File: config.mk
export PLATFORM = sky130hd
export DESIGN_NAME = mux_input_conditioner
export DESIGN_NICKNAME = d
export VERILOG_FILES = /design/src/rtl/mux_input_conditioner.sv
export SDC_FILE = /design/constraint.sdc
export NUM_CORES = 1
export LEC_CHECK = 0
export BUFFER_PORTS_ARGS = -buffer_cell sky130_fd_sc_hd__buf_2
export CORE_MARGIN = 2
export CORE_UTILIZATION = 45
export DETAILED_ROUTE_END_ITERATION = 16
export PLACE_DENSITY = 0.68
export SETUP_SLACK_MARGIN = 0.3
export SLEW_MARGIN = 20
export SYNTH_ARGS = -nofsm -noshare
export SYNTH_HDL_FRONTEND = slang
export SYNTH_SLANG_ARGS = --single-unit
File: constraint.sdc
create_clock -name clk -period 2.25 [get_ports clk]
set_input_delay 0.3375 -clock clk [delete_from_list [all_inputs] [get_ports clk]]
set_output_delay 0.3375 -clock clk [all_outputs]
set_load 0.01 [all_outputs]
File: src/rtl/mux_input_conditioner.sv
// rtl/mux_input_conditioner.sv - sync, debounce and mode/scan select for the 4:1 two-bit selector
module mux_input_conditioner #(
    parameter int W         = 2,
    parameter int DB_CYCLES = 16,
    parameter int SCAN_DIV  = 1000
) (
    input  logic         clk,
    input  logic         rst_n,
    input  logic [W-1:0] sw_x0,
    input  logic [W-1:0] sw_x1,
    input  logic [W-1:0] sw_x2,
    input  logic [W-1:0] sw_x3,
    input  logic [1:0]   sw_sel,
    input  logic         btn_mode,
    output logic [W-1:0] x0,
    output logic [W-1:0] x1,
    output logic [W-1:0] x2,
    output logic [W-1:0] x3,
    output logic [1:0]   y,
    output logic         scan_mode,
    output logic         upd
);

    localparam int N  = 4 * W + 3;
    localparam int CW = $clog2(DB_CYCLES);
    localparam int DW = $clog2(SCAN_DIV);

    localparam logic [0:0] MANUAL = 1'b0;
    localparam logic [0:0] SCAN   = 1'b1;

    logic [N-1:0]  raw;
    logic [N-1:0]  s1;
    logic [N-1:0]  s2;
    logic [N-1:0]  deb;
    logic [CW-1:0] cnt [N];

    logic [1:0]    deb_sel;
    logic          deb_btn;
    logic          deb_d;
    logic          press;
    logic [0:0]    state;
    logic [DW-1:0] div;
    logic [4*W+1:0] prev;

    // All raw inputs are treated as one flat bit vector for sync and debounce.
    assign raw = {btn_mode, sw_sel, sw_x3, sw_x2, sw_x1, sw_x0};

    always_ff @(posedge clk or negedge rst_n) begin
        if (!rst_n) begin
            s1  <= '0;
            s2  <= '0;
            deb <= '0;
            for (int i = 0; i < N; i++) begin
                cnt[i] <= '0;
            end
        end else begin
            s1 <= raw;
            s2 <= s1;
            for (int i = 0; i < N; i++) begin
                if (s2[i] == deb[i]) begin
                    cnt[i] <= '0;
                end else if (cnt[i] == CW'(DB_CYCLES - 1)) begin
                    deb[i] <= ~deb[i];
                    cnt[i] <= '0;
                end else begin
                    cnt[i] <= cnt[i] + CW'(1);
                end
            end
        end
    end

    assign x0      = deb[W-1:0];
    assign x1      = deb[2*W-1:W];
    assign x2      = deb[3*W-1:2*W];
    assign x3      = deb[4*W-1:3*W];
    assign deb_sel = deb[4*W+1:4*W];
    assign deb_btn = deb[4*W+2];
    assign press   = deb_btn & ~deb_d;

    // A press always takes priority over a divider wrap, so y never steps on a mode change.
    always_ff @(posedge clk or negedge rst_n) begin
        if (!rst_n) begin
            state <= MANUAL;
            deb_d <= 1'b0;
            div   <= '0;
            y     <= 2'd0;
        end else begin
            deb_d <= deb_btn;
            case (state)
                MANUAL: begin
                    if (press) begin
                        state <= SCAN;
                        div   <= '0;
                    end else begin
                        y <= deb_sel;
                    end
                end
                default: begin
                    if (press) begin
                        state <= MANUAL;
                        div   <= '0;
                    end else if (div == DW'(SCAN_DIV - 1)) begin
                        div <= '0;
                        y   <= y + 2'd1;
                    end else begin
                        div <= div + DW'(1);
                    end
                end
            endcase
        end
    end

    assign scan_mode = state[0];

    always_ff @(posedge clk or negedge rst_n) begin
        if (!rst_n) begin
            prev <= '0;
            upd  <= 1'b0;
        end else begin
            prev <= {x3, x2, x1, x0, y};
            upd  <= ({x3, x2, x1, x0, y} != prev);
        end
    end

endmodule

==> flow_summary.yaml, run 1 <==
finish:
  post-route-util: 0.516
  final_area_um2: 4520
  area_delta_synth_final_pct: 10.3
  fin_nets: 381
  n_antenna_cell: 0
  layout-drive-gt1-share: 0.145
die:
  io_pins: 25
  start_util: 0.468
  dieArea_um2: 9890
  core_um2: 8760
  die_y_um: 99.5
  die_w_um: 99.5
  row_count: 34
synthesis:
  synth-simple-area-share: 0.142
  ys_async_sr_fraction: 1.00
  ys_ff_latch: 102
  synth-edff-count: 0
  synth-adder-area-share: 0.0397
  synth_nets: 352
  synth_top_family_by_area: "simple AND/OR/NAND/NOR gates"
  ys_warn_count: 0
  synth_xor_area_frac: 0.0790
  ys_seq_area_frac: 0.622
  synthesis.instances: 326
  yosys.area.top_type: "dfrtp_1"
  syn-cell-area_um2: 4100
  yosysTopAreaCellShare: 0.622
  yosysUniqueCellTypes: 34
  synthTopCellsByCount: "dfrtp_1, xnor2_1, a21oi_1"
  postSynthAreaPerCell_um2: 12.6
  synth_compound_area_frac: 0.0598
  synthMuxAreaShare: 0.0302
  synth_top_flop_cell: "dfrtp_1"
  yosysMostFrequentCell: "dfrtp_1"
  yosys-top-cells-area: "dfrtp_1, xnor2_1, ha_1"
timing:
  period_share: 0.807
  worst_pin_slew_ps: 542
  rsz0062_at_grt: "no"
  period_minus_slack_ps: 1820
  timing.hold.ws_ps: 86.9
  fin_ws_ps: 434
  worst_slew_margin_rel: 0.639
  final-setup-viol-count: 0
  max_freq_ghz: 0.551
  fin_skew_ps: 5.83
  maxSlewViolCount: 0
  hold_viol_final: 0
  setup_tns_ps: 0
route:
  vias: 2431
  wire_per_inst_um: 13.5
  vias_per_cell: 5.22
  routed_wl_mm: 6.31
  drt_pass1_iterations: 4
  ant_nets: 0
  initialDrtViolationCount: 61
  drcViolationCount: 0
min_path:
  hold_path.class: "input port to register"
  holdPathStages: 1
  hold_end: "s1[0]"
  min_from: "sw_x0[0]"
clocking:
  cts_tree: "yes"
  numCtsBuffers: 9
  clockBufferDepth: 2
  postCtsSetupBuffers: 0
  clock-root-buffer: "clkbuf_8"
  clkSinkCount: 102
  path_clk_slew_ps: 90
  htreeDepth: 3
  clock_latency_ps: 350
power_and_ir_drop:
  powerDensity_nw_per_um2: 702
  cellLeakagePower_nw: 2.11
  ir_worst_vdd_v: 0.000306
global_routing:
  antenna_found_initial: 0
  grt_pass1_wl_mm: 11.3
  grt_max_degree: 43
  track_usage: 0.142
  grt-ovfl-total: 0
  grt_pass1_vias: 2570
critical_path:
  critPathKind: "register to register"
  cp-start-kind: "register"
  cp_data_arrival_time_ps: 2040
  ff2ff_setup_slack_ps: 430
  end_kind: "register"
  rr_startpoint: "deb_d"
  worst-r2r-cell-count: 7
  critPathMaxFanout: 10
  cp.required_ps: 2470
  timing.rr.end: "div[9]"
flow_run:
  max-cap-violations: 0
place:
  port_buffers: 24
  place_area_um2: 4330
  gp_congestion: 0.832
  place_ws_ps: 396
  hpwl_mm: 4.34
outcome:
  outcome: "complete, no violations"
[logic make-up after synthesis]
family | count (synthesis)
AO/OA/AOI/OAI | 44
XOR/XNOR | 37
adder cells (fa/ha/maj) | 13
buffers and inverters | 21
flip-flops | 102
multiplexers | 11
AND/OR/NAND/NOR | 98
[through the flow]
step | cells | total power, mW
global placement | 451 | 2.16
global route | 466 | 3.34
finish | 466 | 3.17
CTS | 466 | 3.24
floorplan | 326 | 2.08
detailed placement | 451 | 2.17
[power by group]
group	leakage [nW]	total, mW	switching, mW	internal, mW
logic	0.679	0.174	0.0928	0.0809
clock network	0.0863	1.04	0.539	0.502
registers	1.35	1.96	0.0591	1.90
total	2.11	3.17	0.691	2.48
[routing by layer]
metal  share of wire  routed length [µm]  GRT usage
met5               0                   0          0
met1            0.46                2900      0.175
met3           0.037                 231     0.0499
met2            0.49                3120      0.243
met4          0.0095                  60     0.0316
[state kept, by name (all words and copies together), names as in the netlist]
signal     count
deb_d          1
deb           11
scan_mode      1
s2            11
cnt           44
y              2
s1            11
prev          10
div           10
upd            1
[placed cells by master, fill, tap and decap left out, drive strengths merged, types with 2 or more instances in the layout]
| cell | synthesis | routed |
|---|---|---|
| o311ai | 2 | 2 |
| clkbuf | 0 | 12 |
| mux2 | 11 | 11 |
| dfrtp | 102 | 102 |
| nor3b | 10 | 10 |
| nor2b | 11 | 11 |
| nand3 | 20 | 20 |
| nand4b | 10 | 10 |
| a311oi | 3 | 3 |
| nor3 | 2 | 2 |
| o21ai | 14 | 14 |
| a21oi | 22 | 22 |
| nor2 | 19 | 19 |
| nand4 | 3 | 3 |
| inv | 12 | 12 |
| buf | 9 | 26 |
| xnor2 | 27 | 27 |
| nand2 | 8 | 8 |
| nor4 | 3 | 3 |
| nand3b | 2 | 2 |
| xor2 | 10 | 10 |
| ha | 13 | 13 |
| and3 | 3 | 3 |
[worst max-delay path: stages (launching register included)]
cell and delay (ps):
dfrtp_1 360, and2b_1 260, inv_1 110, ha_2 240
nand3b_1 240, nor4_2 260, xnor2_1 170, nor2_1 60
[layout make-up]
cell class / instances / area, µm²
Fill cell: 759 / 4240
Clock inverter: 2 / 35.0
Inverter: 12 / 45.0
Tap cell: 108 / 135
Sequential cell: 102 / 2550
Timing Repair Buffer: 27 / 173
Multi-Input combinational cell: 203 / 1450
Clock buffer: 12 / 135
[how the worst max path moves through the flow]
stage	end	startpoint	cells after the start	slack [ps]
3_3_place_gp	div[9]	deb_d	7	470
3_5_place_dp	div[9]	deb_d	7	400
5_1_grt	div[9]	deb[10]	7	290
2_1_floorplan	div[9]	deb_d	8	540
6_report	div[9]	deb_d	7	430
4_1_cts	div[9]	deb[10]	7	390
[timing repair]
action                                  CTS  global route
hold buffers                              1             0
endpoints found under the setup margin    0             1
resized for setup                         0             2
hold endpoints to repair                 40             0
Note: power is estimated with default switching activity, not from simulation.
==> run 2: changes to the inputs <==
- ABC_AREA: default -> 1
- clock period: 2.25 -> 1.7 ns (I/O delays scaled with it)
==> flow_summary.yaml, run 2 <==
route:
  ant_nets: 0
  wire_per_inst_um: 11.4
  drcViolationCount: 0
  drt_pass1_iterations: 4
  vias: 2470
  routed_wl_mm: 6.04
  vias_per_cell: 4.67
  initialDrtViolationCount: 68
critical_path:
  critPathMaxFanout: 8
  cp_data_arrival_time_ps: 1570
  worst-r2r-cell-count: 8
  ff2ff_setup_slack_ps: 370
  cp.required_ps: 1940
  cp-start-kind: "register"
  timing.rr.end: "div[4]"
  startpoint: "div[0]"
  end_kind: "register"
  rr_startpoint: "div[0]"
  critPathKind: "register to register"
finish:
  n_antenna_cell: 0
  largest_reg_flops: 44
  layout-drive-gt1-share: 0.162
  mostFrequentLayoutCell: "dfrtp_1"
  fin_nets: 443
  area_delta_synth_final_pct: 14.9
  regMostFlops: "cnt"
  num-fill-cells: 751
  final_area_um2: 4720
  layout_common_cells: "dfrtp_1, nor2_1, nand2_1"
  instances_no_fill: 529
synthesis:
  synth_nets: 403
  synthesis.instances: 377
  yosysMostFrequentCell: "dfrtp_1"
  syn-cell-area_um2: 4110
  yosysUniqueCellTypes: 22
  ys_ff_latch: 102
  synth-edff-count: 0
  synth_top_flop_cell: "dfrtp_1"
  synthTopCellsByCount: "dfrtp_1, nor2_1, nand2_1"
  yosys-top-cells-area: "dfrtp_1, nor2_1, xnor2_1"
  ys_seq_area_frac: 0.621
  yosysTopAreaCellShare: 0.621
  yosys.area.top_type: "dfrtp_1"
  postSynthAreaPerCell_um2: 10.9
  ys_async_sr_fraction: 1.00
  ys_warn_count: 0
place:
  dp_cells: 503
  gp_congestion: 0.768
  place_area_um2: 4350
  port_buffers: 24
  hpwl_mm: 4.22
timing:
  rsz0062_at_grt: "yes"
  fin_skew_ps: 9.06
  timing.hold.ws_ps: 24.2
  period_minus_slack_ps: 1330
  max_freq_ghz: 0.754
  period_share: 0.780
  hold_viol_final: 0
  worst_pin_slew_ps: 374
  final-setup-viol-count: 0
  setup_tns_ps: 0
  worst_slew_margin_rel: 0.751
  maxSlewViolCount: 0
clocking:
  clkSinkCount: 102
  cts_tree: "yes"
  postCtsSetupBuffers: 0
  clock-root-buffer: "clkbuf_8"
  numCtsBuffers: 9
  clockBufferDepth: 2
  htreeDepth: 3
  clock_latency_ps: 350
  path_clk_slew_ps: 90
global_routing:
  antenna_found_initial: 0
  grt_pass1_wl_mm: 10.7
  grt_max_degree: 44
  grt-ovfl-total: 0
  grt_pass1_vias: 2532
  track_usage: 0.136
min_path:
  hold_path.class: "input port to register"
  hold_end: "s1[9]"
  holdPathStages: 1
  min_from: "sw_sel[1]"
die:
  die_y_um: 99.5
  start_util: 0.466
  io_pins: 25
  core_um2: 8810
  dieArea_um2: 9910
  die_w_um: 99.5
  row_count: 34
power_and_ir_drop:
  powerDensity_nw_per_um2: 974
  cellLeakagePower_nw: 2.38
  ir_worst_vdd_v: 0.000523
outcome:
  outcome: "complete, no violations"
flow_run:
  max-cap-violations: 0
-- run 2: cell count changes after synthesis, sizes merged, moves of 11 or more --
cell   previous run  this run
inv              12        39
nor2b            11         0
nand3            20        32
a21oi            22         2
nand2             8        48
nor2             19        66
-- run 2: power breakdown --
part / internal (mW) / switching (mW) / leakage [nW]
Combinational: 0.113 / 0.140 / 0.915
Clock: 1.01 / 0.754 / 0.119
Sequential: 2.52 / 0.0610 / 1.34
-- run 2: per-layer routing --
layer	part of all wire	vias to the layer above	track usage
li1	-	1250	-
met1	0.46	1184	0.166
met2	0.49	27	0.226
met3	0.029	9	0.0415
met4	0.018	0	0.0527
met5	0	-	0
-- run 2: critical path: stages (launching register included) --
cell	delay, ps
dfrtp_1	400
ha_2	210
nand2_2	80
nor2_1	120
nand3_2	120
nand3_2	100
nand2_2	70
clkinv_4	80
nor2_1	40
-- run 2: logic make-up (layout without fill, tap and decap cells) --
kind of cell	Yosys count	count (layout)	synth area share
AND/OR/NAND/NOR	155	155	0.161
flip-flops	102	102	0.621
buffers and inverters	48	92	0.0524
XOR/XNOR	41	41	0.0874
adder cells (fa/ha/maj)	13	13	0.0396
multiplexers	10	10	0.0274
AO/OA/AOI/OAI	8	8	0.0104
-- run 2: through the flow --
| stage | setup slack (ps) | total power [mW] | utilization |
|---|---|---|---|
| after detailed placement | 228 | 2.87 | 0.493 |
| after global placement | 301 | 2.85 | 0.493 |
| after CTS | 302 | 4.66 | 0.532 |
| final | 374 | 4.59 | 0.536 |
| after floorplan | 334 | 2.75 | - |
| after global routing | 269 | 4.80 | 0.536 |
-- run 2: area by class of cell --
cell class                 count  area, µm²  area share
clock buffer                  11        141      0.0300
clock inverter                 4       95.1      0.0202
inverter                      40        155      0.0329
multi-input combinational    227       1370       0.289
sequential                   102       2550       0.541
tap                          108        135      0.0286
timing repair buffer          37        273      0.0578
-- run 2: worst max-delay path by stage --
stage | to | cells after the start
6_report | div[4] | 8
5_1_grt | div[2] | 7
2_1_floorplan | div[8] | 6
3_3_place_gp | div[5] | 6
4_1_cts | div[8] | 6
3_5_place_dp | div[8] | 6
-- run 2: what timing repair did --
| item | in CTS | in global routing |
|---|---|---|
| hold buffers | 10 | 1 |
| setup endpoints to repair | 5 | 9 |
| pin swaps | 0 | 0 |
| cloned | 0 | 0 |
| endpoints found under the hold margin | 35 | 1 |
| gates resized for setup | 2 | 5 |
